File: config.mk
export PLATFORM = sky130hd
export DESIGN_NAME = multicycle_control
export DESIGN_NICKNAME = d
export VERILOG_FILES = /design/src/rtl/riscv_ctl_pkg.sv /design/src/rtl/ctl_decode.sv /design/src/rtl/multicycle_control.sv
export SDC_FILE = /design/constraint.sdc
export NUM_CORES = 1
export LEC_CHECK = 0
export CORE_MARGIN = 2
export CORE_UTILIZATION = 40
export CTS_CLUSTER_SIZE = 28
export DETAILED_ROUTE_END_ITERATION = 12
export GPL_TIMING_DRIVEN = 0
export PLACE_DENSITY = 0.78
export SLEW_MARGIN = 20
export SYNTH_ARGS = -nofsm -noshare
export SYNTH_HDL_FRONTEND = slang
export SYNTH_SLANG_ARGS = --single-unit
File: constraint.sdc
create_clock -name clk -period 1.55 [get_ports clk]
set_input_delay 0.31 -clock clk [delete_from_list [all_inputs] [get_ports clk]]
set_output_delay 0.31 -clock clk [all_outputs]
set_load 0.02 [all_outputs]
File: src/rtl/riscv_ctl_pkg.sv
// Shared constants and types for the multicycle RV32I-subset control sequencer.
package riscv_ctl_pkg;

  localparam logic [6:0] OP_R     = 7'b0110011;
  localparam logic [6:0] OP_I     = 7'b0010011;
  localparam logic [6:0] OP_LW    = 7'b0000011;
  localparam logic [6:0] OP_SW    = 7'b0100011;
  localparam logic [6:0] OP_BEQ   = 7'b1100011;
  localparam logic [6:0] OP_JAL   = 7'b1101111;
  localparam logic [6:0] OP_JALR  = 7'b1100111;
  localparam logic [6:0] OP_LUI   = 7'b0110111;
  localparam logic [6:0] OP_AUIPC = 7'b0010111;

  localparam logic [3:0] ALU_AND = 4'b0000;
  localparam logic [3:0] ALU_OR  = 4'b0001;
  localparam logic [3:0] ALU_ADD = 4'b0010;
  localparam logic [3:0] ALU_SUB = 4'b0110;
  localparam logic [3:0] ALU_SLT = 4'b0111;
  localparam logic [3:0] ALU_NOR = 4'b1100;

  typedef enum logic [2:0] {
    S_FETCH  = 3'd0,
    S_DECODE = 3'd1,
    S_EXEC   = 3'd2,
    S_MEM    = 3'd3,
    S_WB     = 3'd4,
    S_TRAP   = 3'd5
  } state_t;

  typedef enum logic [2:0] {
    C_REG    = 3'd0,
    C_IMM    = 3'd1,
    C_LOAD   = 3'd2,
    C_STORE  = 3'd3,
    C_BRANCH = 3'd4,
    C_JUMP   = 3'd5
  } iclass_t;

  typedef struct packed {
    logic       legal;
    logic [3:0] ctl;
  } alu_dec_t;

  // Shared funct3 table for register and immediate ALU forms; sub only matters for funct3 000.
  function automatic alu_dec_t alu_from_funct3(input logic [2:0] funct3, input logic sub);
    alu_dec_t d;
    d.legal = 1'b1;
    d.ctl   = ALU_ADD;
    case (funct3)
      3'b000:  d.ctl = sub ? ALU_SUB : ALU_ADD;
      3'b111:  d.ctl = ALU_AND;
      3'b110:  d.ctl = ALU_OR;
      3'b010:  d.ctl = ALU_SLT;
      default: d.legal = 1'b0;
    endcase
    return d;
  endfunction

endpackage

File: src/rtl/ctl_decode.sv
// Combinational instruction decoder: class, ALU operation, operand select and legality.
module ctl_decode
  import riscv_ctl_pkg::*;
(
  input  logic [31:0] instruction,
  output logic [2:0]  iclass,
  output logic [3:0]  aluctl,
  output logic        alusrc,
  output logic        legal
);

  logic [6:0] opcode;
  logic [2:0] funct3;
  logic       funct7_b5;
  alu_dec_t   r_dec;
  alu_dec_t   i_dec;
  logic       unused_bits;

  assign opcode      = instruction[6:0];
  assign funct3      = instruction[14:12];
  assign funct7_b5   = instruction[30];
  assign r_dec       = alu_from_funct3(funct3, funct7_b5);
  assign i_dec       = alu_from_funct3(funct3, 1'b0);
  assign unused_bits = ^{instruction[31], instruction[29:15], instruction[11:7]};

  always_comb begin
    iclass = C_REG;
    aluctl = ALU_ADD;
    alusrc = 1'b0;
    legal  = 1'b0;
    case (opcode)
      OP_R: begin
        iclass = C_REG;
        aluctl = r_dec.ctl;
        legal  = r_dec.legal;
      end
      OP_I: begin
        iclass = C_IMM;
        aluctl = i_dec.ctl;
        alusrc = 1'b1;
        legal  = i_dec.legal;
      end
      // Loads and stores add the immediate offset to the base register.
      OP_LW: begin
        iclass = C_LOAD;
        alusrc = 1'b1;
        legal  = (funct3 == 3'b010);
      end
      OP_SW: begin
        iclass = C_STORE;
        alusrc = 1'b1;
        legal  = (funct3 == 3'b010);
      end
      OP_BEQ: begin
        iclass = C_BRANCH;
        aluctl = ALU_SUB;
        legal  = (funct3 == 3'b000);
      end
      OP_JAL, OP_JALR, OP_LUI, OP_AUIPC: begin
        iclass = C_JUMP;
        alusrc = 1'b1;
        legal  = 1'b1;
      end
      default: legal = 1'b0;
    endcase
  end

endmodule

File: src/rtl/multicycle_control.sv
// Multicycle FETCH/DECODE/EXEC/MEM/WB sequencer with retired-instruction counter and sticky trap.
module multicycle_control
  import riscv_ctl_pkg::*;
#(
  parameter int W = 32
) (
  input  logic         clk,
  input  logic         rst,
  input  logic [31:0]  instruction,
  input  logic         zero,
  output logic         ir_we,
  output logic         pc_we,
  output logic         branch,
  output logic         mem2reg,
  output logic         memwrite,
  output logic         alusrc,
  output logic         regwrite,
  output logic [3:0]   aluctl,
  output logic         illegal,
  output logic [2:0]   state,
  output logic [W-1:0] instret
);

  state_t        state_reg;
  state_t        state_next;
  iclass_t       class_reg;
  logic [3:0]    aluctl_reg;
  logic          alusrc_reg;
  logic [W-1:0]  instret_reg;

  logic [2:0]    dec_class;
  logic [3:0]    dec_aluctl;
  logic          dec_alusrc;
  logic          dec_legal;
  logic          unused_zero;

  // Branch resolution is done downstream as branch & zero.
  assign unused_zero = zero;

  ctl_decode u_decode (
    .instruction (instruction),
    .iclass      (dec_class),
    .aluctl      (dec_aluctl),
    .alusrc      (dec_alusrc),
    .legal       (dec_legal)
  );

  always_ff @(posedge clk or posedge rst) begin
    if (rst) begin
      state_reg   <= S_FETCH;
      class_reg   <= C_REG;
      aluctl_reg  <= '0;
      alusrc_reg  <= 1'b0;
      instret_reg <= '0;
    end else begin
      state_reg <= state_next;
      if (state_reg == S_DECODE) begin
        class_reg  <= iclass_t'(dec_class);
        aluctl_reg <= dec_aluctl;
        alusrc_reg <= dec_alusrc;
      end
      if (pc_we) begin
        instret_reg <= instret_reg + W'(1);
      end
    end
  end

  always_comb begin
    state_next = state_reg;
    ir_we      = 1'b0;
    pc_we      = 1'b0;
    branch     = 1'b0;
    mem2reg    = 1'b0;
    memwrite   = 1'b0;
    alusrc     = 1'b0;
    regwrite   = 1'b0;
    aluctl     = '0;
    case (state_reg)
      S_FETCH: begin
        // Held low while reset is asserted so every output reads 0 during reset.
        ir_we      = ~rst;
        state_next = S_DECODE;
      end
      S_DECODE: begin
        state_next = dec_legal ? S_EXEC : S_TRAP;
      end
      S_EXEC: begin
        aluctl = aluctl_reg;
        alusrc = alusrc_reg;
        if (class_reg == C_BRANCH) begin
          branch     = 1'b1;
          pc_we      = 1'b1;
          state_next = S_FETCH;
        end else if (class_reg == C_LOAD || class_reg == C_STORE) begin
          state_next = S_MEM;
        end else begin
          state_next = S_WB;
        end
      end
      S_MEM: begin
        aluctl = aluctl_reg;
        alusrc = alusrc_reg;
        if (class_reg == C_LOAD) begin
          mem2reg    = 1'b1;
          state_next = S_WB;
        end else begin
          memwrite   = 1'b1;
          pc_we      = 1'b1;
          state_next = S_FETCH;
        end
      end
      S_WB: begin
        aluctl     = aluctl_reg;
        alusrc     = alusrc_reg;
        mem2reg    = (class_reg == C_LOAD);
        regwrite   = 1'b1;
        pc_we      = 1'b1;
        state_next = S_FETCH;
      end
      S_TRAP: begin
        state_next = S_TRAP;
      end
      default: begin
        state_next = S_FETCH;
      end
    endcase
  end

  assign illegal = (state_reg == S_TRAP);
  assign state   = state_reg;
  assign instret = instret_reg;

endmodule

; Word level (Yosys, flattened, before mapping)
; Cells that the tools add are included.
[word_totals]
regBits = 43
in_bits = 35
wordCells = 60
[op_classes]
addsub = 1
n_eq_ne = 20
n_mux = 24
n_bitwise = 1
reduce_logical = 9
[ops]
columns = cell, count
row1 = $add 32x1->32 const B, 1
row2 = $pmux 3 s5, 2
row3 = $eq 7x6->1 const B, 3
row4 = $eq 7x7->1 const B, 3
row5 = $pmux 4 s4, 1
row6 = $eq 3x2->1 const B, 5
row7 = $eq 3x3->1 const B, 5
row8 = $mux 3, 5
row9 = $eq 7x5->1 const B, 2
row10 = $pmux 4 s3, 1
row11 = $mux 1, 10
row12 = $pmux 3 s3, 1
row13 = $reduce_or 4->1, 2
row14 = $eq 7x2->1 const B, 1
row15 = $reduce_or 7->1, 1
row16 = $logic_not 3->1, 2
row17 = $mux 4, 1
row18 = $pmux 1 s4, 1
row19 = $reduce_or 2->1, 2
row20 = $eq 3x1->1 const B, 1
row21 = $pmux 1 s3, 1
row22 = $reduce_or 3->1, 1
row23 = $pmux 1 s2, 1
row24 = $logic_or 1x1->1, 1
row25 = $not 1->1, 1

; Logic depth before layout (Yosys ltp)
; Gate-level depths: netlist of the first run.
[depth]
word_depth = 6
mapped_depth = 8
depth_no_buf = 7

; Hierarchy
; From an unflattened synthesis of the first run, not the netlist that was laid out.
[hier_totals]
cells_unflattened = 211
area_unflattened_um2 = 2321.0
[by_module_without_submodules]
columns = mod, n_inst, cells_per_inst, area_per_inst_um2, seq_area_each_um2
row1 = multicycle_control, 1, 181, 2108.3, 1076.0
row2 = ctl_decode, 1, 30, 212.7, 0.0

; Worst setup path before layout of the first run
; OpenSTA, ideal clock, no wires.
[synth_timing]
kind = flip-flop to flip-flop
startpoint = register state_reg[0], in the netlist state[0]
endpoint = register instret_reg[1], in the netlist instret[1]
setup_time_ns = 0.125
arrival_ns = 1.786
t_required_ns = 1.425
setup_slack_ns = -0.361
path_stages_with_launch = 5
n_path_buf = 1
period_less_slack_ns = 1.911
path_cell_list = dfrtp_1 clkbuf_1 a22oi_1 o21ai_1 mux2_2
[synth_via]
elab_chain_len = 2
elab_cells_between_ends = 4
classes_between = 3 x eq/ne / 1 x mux
[synth_rtl]
columns = element, line_no
row1 = start: declaration, multicycle_control.sv:24  ; state_t state_reg;
row2 = start signal: assignment, multicycle_control.sv:56  ; state_reg <= state_next;
row3 = $eq 3x3->1 / $eq 3x2->1 (equally long branches), multicycle_control.sv:78  ; case (state_reg)
row4 = $pmux 1 s3 (*), multicycle_control.sv:78
row5 = net pc_we, multicycle_control.sv:12  ; output logic pc_we,
row6 = end signal: assignment, multicycle_control.sv:63  ; instret_reg <= instret_reg + W'(1);
row7 = end: declaration, multicycle_control.sv:29  ; logic [W-1:0] instret_reg;
; The timed path passes the listed nets; every way through them passes the cells marked *.
; A chain may end at the register's enable or synchronous reset.

; Worst setup path after layout of the first run
[layout_timing]
startpoint = register state_reg[1], in the netlist state[1]
endpoint = register instret_reg[27], in the netlist instret[27]
[layout_via]
elab_chain_len = 2
elab_cells_between_ends = 4
classes_between = 3 x eq/ne / 1 x mux
[layout_rtl]
columns = element, line_no
row1 = $eq 3x3->1 / $eq 3x2->1 (equally long branches), multicycle_control.sv:78
row2 = $pmux 1 s3 (*), multicycle_control.sv:78
; Every way passes the cells marked *; elsewhere a longest branch is shown, timed or not.

==> flow_metrics.tcl, run 1 <==
set metrics [dict create \
    post-route-util_pct 66.6 \
    io_buffers 57 \
    cts-root-buf "clkbuf_8" \
    ys_types 45 \
    crit_fanout 6 \
    p_seq_share_pct 52.3 \
    outcome "finished with violations" \
    track_usage_pct 19.3 \
    dpl.hpwl_um 3660 \
    dp.cells 349 \
    hold_violations 0 \
    vias_per_cell 5.31 \
    p_int_mw 1.68 \
    syn_area_sq_mm 0.00220 \
    syn_inst 221 \
    route.detailed.drc 0 \
    ioPinCount 82 \
    register_area_sq_mm 0.00106 \
    final_cells 389 \
    violations "negative setup slack" \
    die_h_um 78.2 \
    period_minus_slack_ns 1.83 \
    worstHoldPathCells 2 \
    layout_common_cells "buf_4 (34), dfrtp_1 (34), dlygate4sd2_1 (33)" \
    clk_latency_ns 0.29 \
    max_freq_mhz 547 \
    core_area_sq_mm 0.00520 \
    fill_cells 419 \
    finalClockSkew_ns 0.00628 \
    slew_violations 0 \
    r2r-start "state[1]" \
    crit_type "reg2reg" \
    start_kind "register" \
    ant_nets 0 \
    rows 26 \
    whs_endpoint "class_reg[1]" \
    irDropWorstVdd_mv 0.314 \
    leakage_nw 1.64 \
    drt_pass1_iterations 4 \
    grt-ovfl-total 0 \
    combPwrFrac_pct 16.2 \
    final_nets 354 \
    die_x_um 78.2 \
    swShare_pct 27.0 \
    clkTransAtPathRegs_ns 0.08 \
    final-setup-viol-count 43 \
    power.density_mw_per_mm2 664 \
    finalWorstSetupSlack_ns -0.279 \
    synth-async-reset-ratio_pct 100 \
    largest_reg_flops 32 \
    power_mw 2.30 \
    synth_ff_type "dfrtp_1" \
    crit_arrival_ns 2.01 \
    cts_buffers 5 \
    clock_path_buffers 2 \
    clkSinkCount 42 \
    dieArea_sq_mm 0.00611 \
    maxCapViolCount 0 \
    grt_max_degree 28 \
    start_util_pct 42.3 \
    synth_area_per_cell_sq_um 9.95 \
    clockPowerShare_pct 31.6 \
    p_sw_mw 0.620 \
    synth-edff-count 0 \
    rsz0062_at_grt "true" \
    drtIter0Drc 138 \
    r2r_slack_ns -0.28 \
    grt_pass1_wl_um 9470 \
    area_delta_synth_final_pct 57.5 \
    ys_ff_latch 42 \
    reg2reg_depth 8 \
    hold_class "in2reg" \
    cts_max_level 2 \
    period_share_pct 118 \
    diodes 0 \
    cp_data_required_time_ns 1.73 \
    dr_total_vias 2066 \
    holdWs_ns 0.342 \
    syn_nets 257 \
    drive_gt1_share_pct 33.5 \
    yosysSeqAreaShare_pct 47.8 \
    antenna_found_initial 0 \
    wl_um 5710 \
    grt_pass1_vias 2040 \
    gp_congestion 0.866 \
    wl_per_cell_um 14.7 \
    endpoint_kind "register" \
    multi_input_area_sq_mm 0.00132 \
    pre_cts_ws_ns -0.594 \
    hold_start "instruction[6]" \
    cts_hold_repair.buffers 0 \
    synth.yosys.warnings 0 \
    regToRegEndpoint "instret[27]" \
    cts_tree "built" \
]
## worst max path at each step
stage                         from     endpoint
detailed placement  instruction[2]     state[2]
finish                    state[1]  instret[27]
global route              state[1]    aluctl[1]
CTS                       state[1]    aluctl[1]
floorplan                 state[1]  instret[11]
global placement               rst   instret[6]
## worst max-delay path: stages, from the launching register on
cell,delay [ns]
dfrtp_2,0.43
nand2b_4,0.14
or2_4,0.25
clkinv_4,0.07
nor2_4,0.06
nor3_4,0.31
buf_6,0.19
nand4_1,0.11
xnor2_1,0.15
## Yosys cell counts, types with 2 or more instances
| master | instances | area share [%] |
|---|---|---|
| dfrtp_1 | 42 | 48 |
| xnor2_1 | 29 | 12 |
| nand2_1 | 22 | 3.8 |
| nand3_1 | 16 | 3.6 |
| nand4_1 | 14 | 4.0 |
| o21ai_0 | 11 | 2.5 |
| nor2_1 | 9 | 1.5 |
| nor2b_1 | 7 | 2.0 |
| and3_1 | 6 | 1.7 |
| nand2b_1 | 6 | 1.7 |
| nor3_1 | 5 | 1.1 |
| a21oi_1 | 4 | 0.91 |
| and2_1 | 3 | 0.85 |
| and4_1 | 3 | 1.2 |
| clkbuf_1 | 3 | 0.51 |
| inv_1 | 3 | 0.51 |
| nor4_1 | 3 | 0.85 |
| o41ai_1 | 3 | 1.2 |
| a22o_1 | 2 | 0.80 |
| buf_4 | 2 | 0.68 |
| buf_6 | 2 | 1.0 |
| nor3_4 | 2 | 1.5 |
| xor2_1 | 2 | 0.80 |
## metrics by stage
step	TNS, ns	instance area (sq um)
after floorplan	-5.95	2240
after global placement	-40.36	2890
after detailed placement	-13.94	2910
after CTS	-7.29	3350
after global routing	-11.94	3460
final	-8.57	3460
## power by group through the flow
stage          Sequential, mW  Clock [mW]  Combinational, mW
2_1_floorplan            1.26           0              0.146
3_3_place_gp             1.22           0              0.327
3_5_place_dp             1.23           0              0.339
4_1_cts                  1.20       0.746              0.363
5_1_grt                  1.21       0.802              0.408
6_report                 1.20       0.727              0.372
## logic make-up after synthesis
kind of cell    Yosys count  share of synthesized area, %
compound gates           29                          8.82
xor+xnor                 31                          12.3
fa+ha+maj                 1                         0.569
buf+inv                  13                          3.41
flops                    42                          47.8
mux                       1                         0.512
other cells               1                         0.170
simple gates            103                          26.4
## final cells by class
type	instances	area share [%]
clock buffers	7	2.49
clock inverters	1	0.144
flip-flops and latches	42	30.6
plain buffers	9	2.20
multi-input cells	166	38.2
well taps	70	2.53
inverters	4	0.795
repair buffers	90	23.0
## what timing repair did
action,CTS,global route
pin swaps,22,8
gates cloned,1,0
setup endpoints to repair,79,52
buffers inserted,26,6
resized for setup,140,21
## per-layer routing
metal / vias to the layer above / track usage (%) / wire length (um)
met5: - / 0 / 0
met4: 0 / 7.72 / 114
met3: 10 / 4.14 / 272
met2: 65 / 32.9 / 2920
met1: 1004 / 23.9 / 2410
li1: 987 / - / -
Power figures use the tool's default switching activity.
==> run 2: changes to the inputs <==
- CORE_UTILIZATION: 40 -> 44
- PLACE_DENSITY: 0.78 -> 0.82
- clock period: 1.55 -> 1.9 ns (I/O delays scaled with it)
==> run 2 against run 1 <==
Net effect:
- the run still ends with negative setup slack left
- die area is 8.6% lower
- cell area down 5.5%
- worst setup slack improved by 0.19 ns
- routed wire length down 2.7%
- critical path type unchanged
- critical endpoint is now instret[11]
==> flow_metrics.tcl, run 2 (same netlist as run 1, synthesis figures left out) <==
set metrics [dict create \
    outcome "finished with violations" \
    violations "negative setup slack" \
    layout_commonest_cell "clkdlybuf4s50_1" \
    leakage_nw 1.36 \
    clockPowerShare_pct 31.6 \
    path_delay_family "simple AND/OR/NAND/NOR gates" \
    max_freq_mhz 503 \
    start_kind "register" \
    antenna_found_initial 0 \
    io_buffers 57 \
    cts_hold_repair.buffers 0 \
    power.density_mw_per_mm2 572 \
    ioPinCount 82 \
    final_nets 336 \
    dpl.hpwl_um 3580 \
    finalClockSkew_ns 0.00672 \
    cp_data_required_time_ns 2.10 \
    finalWorstSetupSlack_ns -0.0867 \
    period_share_pct 105 \
    wl_per_cell_um 15.1 \
    cp.buffers_inverters 2 \
    layout_common_cells "clkdlybuf4s50_1 (46), dfrtp_1 (38), xnor2_1 (25)" \
    die_x_um 74.7 \
    start_util_pct 46.0 \
    wl_um 5550 \
    drtIter0Drc 132 \
    r2r_slack_ns -0.09 \
    core_area_sq_mm 0.00479 \
    cts_max_level 2 \
    area_delta_synth_final_pct 48.9 \
    gp_congestion 0.850 \
    rows 25 \
    drive_gt1_share_pct 27.6 \
    hold_class "in2async" \
    ant_nets 0 \
    endpoint_kind "register" \
    multi_input_area_sq_mm 0.00127 \
    grt_max_degree 29 \
    grt-ovfl-total 0 \
    crit_arrival_ns 2.19 \
    cp_slowest_stage_delay_ns 0.45 \
    die_h_um 74.7 \
    fill_cells 372 \
    combPwrFrac_pct 15.9 \
    drt_pass1_iterations 4 \
    diodes 0 \
    period_minus_slack_ns 1.99 \
    dieArea_sq_mm 0.00558 \
    path_cells "nand2b_4 > or2_4 > clkinv_4 > nor2_4 > nor3_4 > buf_6 > nand4_1 > xnor2_1" \
    swShare_pct 26.6 \
    fin_setup_tns_ns -0.321 \
    p_int_mw 1.37 \
    p_sw_mw 0.498 \
    clk_latency_ns 0.29 \
    holdWs_ns 0.455 \
    route.detailed.drc 0 \
    register_area_sq_mm 0.00106 \
    clkTransAtPathRegs_ns 0.08 \
    clkSinkCount 42 \
    cp_slowest_cell "dfrtp_2" \
    cts-root-buf "clkbuf_8" \
    cts_buffers 5 \
    hold_violations 0 \
    rsz0062_at_grt "true" \
    dr_total_vias 2000 \
    slew_violations 0 \
    irDropWorstVdd_mv 0.234 \
    clock_path_buffers 2 \
    cts_tree "built" \
    power_mw 1.87 \
    maxCapViolCount 0 \
    crit_fanout 6 \
    grt_pass1_vias 1898 \
    track_usage_pct 19.7 \
    crit_type "reg2reg" \
    p_seq_share_pct 52.6 \
    final-setup-viol-count 7 \
    largest_reg_flops 32 \
    grt_pass1_wl_um 8540 \
    vias_per_cell 5.43 \
]
[run 2: cell types whose count changed in the layout (fill, tap and decap cells not counted), sizes merged]
cell	before	now
buf	50	30
clkdlybuf4s15	2	1
clkdlybuf4s50	9	46
dlygate4sd2	33	0
dlymetal6s2s	1	0
[run 2: per-layer routing]
| layer | part of all wire (%) | GRT usage (%) | up-vias |
|---|---|---|---|
| li1 | - | - | 938 |
| met1 | 41 | 24.2 | 976 |
| met2 | 53 | 34.2 | 73 |
| met3 | 4.4 | 4.82 | 13 |
| met4 | 1.7 | 6.15 | 0 |
| met5 | 0 | 0 | - |
[run 2: area by class of cell]
| class | count | area share (%) |
|---|---|---|
| inverters | 4 | 0.611 |
| flip-flops and latches | 42 | 32.2 |
| plain buffers | 9 | 2.22 |
| multi-input cells | 166 | 38.8 |
| repair buffers | 72 | 20.7 |
| clock buffers | 7 | 2.64 |
| well taps | 67 | 2.56 |
| clock inverters | 1 | 0.153 |
[run 2: final timing paths]
kind,from,end,cells after the start
min in group clk,aluctl_reg[2],aluctl_reg[2],2
worst min-delay path,rst,state[2],2
worst min register to register,aluctl_reg[2],aluctl_reg[2],2
max in group asynchronous,rst,instret[6],3
worst max-delay path,state[1],instret[11],8
worst max register to register,state[1],instret[11],8
[run 2: power by group through the flow]
stage	Combinational (mW)	Clock (mW)	Sequential, mW
global placement	0.265	0	0.998
CTS	0.287	0.598	0.983
global route	0.329	0.640	0.994
floorplan	0.117	0	1.03
detailed placement	0.281	0	1.00
finish	0.297	0.591	0.985
[run 2: timing repair]
item / in CTS / in global routing
gates resized for setup: 51 / 53
cloned: 0 / 2
endpoints found under the setup margin: 30 / 33
pin swaps: 2 / 13
setup buffers: 5 / 7
[run 2: through the flow]
stage | instances | worst slack [ns] | instance area [sq um] | util (%)
floorplan | 221 | -0.00499 | 2200 | -
global placement | 345 | -0.308 | 2860 | 59.7
detailed placement | 346 | -0.336 | 2880 | 60.1
CTS | 359 | -0.0927 | 3000 | 62.7
global route | 368 | -0.169 | 3280 | 68.4
finish | 368 | -0.0867 | 3280 | 68.4
==> run 3: changes to the inputs <==
- ABC_AREA: default -> 1
- CAP_MARGIN: default -> 20
- CORE_UTILIZATION: 44 -> 48
- PLACE_DENSITY: 0.82 -> 0.83
==> run 3 against run 2 <==
Net effect:
- the run now ends clean
- final cell count up 56%
- cell area up 12%
- clock skew about the same
- routed wire length up 29%
- combinational power rose to 4.8 times the previous value
- die area up 17%
- clock-buffer cell count down 1
- power up 68%
==> flow_metrics.tcl, run 3 <==
set metrics [dict create \
    outcome "finished, final reports clean" \
    synth_ff_type "dfrtp_1" \
    route.detailed.drc 0 \
    path_delay_family "buffers and inverters" \
    synth_most_common_cell "nand2_1" \
    slew_violations 0 \
    ant_nets 0 \
    power_mw 3.14 \
    max_freq_mhz 541 \
    clock_path_buffers 2 \
    core_area_sq_mm 0.00561 \
    period_minus_slack_ns 1.85 \
    power.density_mw_per_mm2 856 \
    path_cells "buf_4 > clkdlybuf4s50_1" \
    clkTransAtPathRegs_ns 0.08 \
    layout_commonest_cell "nand2_1" \
    drt_pass1_iterations 4 \
    dpl.hpwl_um 5460 \
    synth.yosys.warnings 0 \
    dieArea_sq_mm 0.00654 \
    cts_tree "built" \
    cp_slowest_cell "clkdlybuf4s50_1" \
    irDropWorstVdd_mv 0.530 \
    die_h_um 80.9 \
    reg2reg_depth 8 \
    syn_nets 466 \
    syn_area_sq_mm 0.00284 \
    cts_hold_repair.buffers 0 \
    synth-edff-count 0 \
    crit_fanout 5 \
    start_kind "register" \
    hold_class "in2async" \
    track_usage_pct 23.1 \
    syn_inst 430 \
    grt_pass1_vias 2714 \
    start_util_pct 50.6 \
    diodes 0 \
    fill_cells 536 \
    final-setup-viol-count 0 \
    cp.depth 2 \
    leakage_nw 1.73 \
    yosysTopAreaCell "dfrtp_1" \
    yosysSeqAreaShare_pct 37.1 \
    wl_per_cell_um 12.4 \
    grt_pass1_wl_um 12000 \
    cts-root-buf "clkbuf_8" \
    io_buffers 58 \
    period_share_pct 97.3 \
    wl_um 7150 \
    synth-async-reset-ratio_pct 100 \
    fin_setup_tns_ns 0 \
    ys_types 32 \
    drive_gt1_share_pct 14.3 \
    cts_max_level 2 \
    maxCapViolCount 0 \
    cp_data_required_time_ns 1.52 \
    synth.area.top_cells "dfrtp_1 (37%), nand2_1 (22%), nor2_1 (7.9%), inv_1 (7.0%), nand3_1 (4.9%)" \
    rows 27 \
    finalClockSkew_ns 0.00637 \
    grt_max_degree 27 \
    die_x_um 80.9 \
    antenna_found_initial 0 \
    hold_violations 0 \
    r2r_slack_ns 0.19 \
    clk_latency_ns 0.30 \
    largest_reg_flops 32 \
    drtIter0Drc 160 \
    ys_ff_latch 42 \
    dr_total_vias 2891 \
    regToRegEndpoint "instret[14]" \
    crit_arrival_ns 1.47 \
    synth_area_per_cell_sq_um 6.59 \
    gp_congestion 0.925 \
    area_delta_synth_final_pct 29.4 \
    clkSinkCount 42 \
    synth_top_area_share_pct 37.1 \
    final_nets 540 \
    endpoint_kind "primary output" \
    ioPinCount 82 \
    layout_common_cells "nand2_1 (161), nor2_1 (57), inv_1 (52)" \
    r2r-start "instret[0]" \
    cp_slowest_stage_delay_ns 0.59 \
    cp.buffers_inverters 2 \
    vias_per_cell 5.03 \
    synth_top_cells_by_count "nand2_1 (163), nor2_1 (60), inv_1 (53), dfrtp_1 (42), nand3_1 (28)" \
    cts_buffers 5 \
    crit_type "reg2out" \
    grt-ovfl-total 0 \
]
==> run 3: cell type report <==
class,count,area (sq um),share of cell area [%]
multi-input combinational,325,1560,42.4
sequential,42,1050,28.7
timing repair buffer,68,627,17.1
inverter,57,214,5.83
tap,72,90.1,2.45
clock buffer,6,82.6,2.25
buffer,5,45.0,1.23
==> run 3: logic make-up after synthesis <==
family | Yosys count | share of synthesized area (%)
AND/OR/NAND/NOR | 294 | 45.0
AO/OA/AOI/OAI | 14 | 2.91
other | 1 | 0.132
flip-flops | 42 | 37.1
adder cells (fa/ha/maj) | 1 | 0.441
buffers and inverters | 63 | 9.31
XOR/XNOR | 15 | 5.16
==> run 3: worst reg2reg max path, stage by stage (launching register included) <==
cell,delay [ns]
dfrtp_1,0.44
ha_1,0.22
nand2_1,0.09
nor2_2,0.20
nand2_1,0.17
nor2_2,0.22
xor2_1,0.20
nand2_1,0.07
nand2_1,0.06
==> run 3: how the worst max path moves through the flow <==
stage | from | end | slack, ns
4_1_cts | state[2] | pc_we | -0.11
3_5_place_dp | state[2] | pc_we | -0.36
2_1_floorplan | state[0] | aluctl[0] | 0.13
3_3_place_gp | rst | instret[27] | -0.35
6_report | state[0] | state[0] | 0.05
5_1_grt | state[1] | pc_we | -0.01
==> run 3: where the power goes <==
part | switching [mW] | total [mW] | internal, mW
logic | 0.872 | 1.42 | 0.546
registers | 0.127 | 1.14 | 1.01
clock network | 0.306 | 0.586 | 0.281
==> run 3: layer usage <==
layer,up-vias,part of all wire [%],routed length [um],global-route usage (%)
met3,9,6.4,454,4.56
met5,-,0,0,0
li1,1466,-,-,-
met4,0,1.3,94,8.31
met2,101,50,3560,40.3
met1,1315,43,3040,28.3
==> run 3: metrics by stage <==
stage / utilization [%] / area [sq um] / worst slack (ns) / hold slack (ns) / instances
floorplan: - / 2840 / 0.131 / 0.449 / 430
global placement: 62.5 / 3510 / -0.348 / 0.464 / 560
detailed placement: 62.9 / 3530 / -0.365 / 0.470 / 561
CTS: 64.7 / 3630 / -0.111 / 0.405 / 569
global route: 65.4 / 3670 / -0.0106 / 0.436 / 575
finish: 65.4 / 3670 / 0.0504 / 0.400 / 575
==> run 3: what timing repair did <==
action                     in CTS  in global routing
gates resized for setup        35                 21
buffers inserted                3                  6
setup endpoints to repair      11                 10
pin swaps                       0                  1
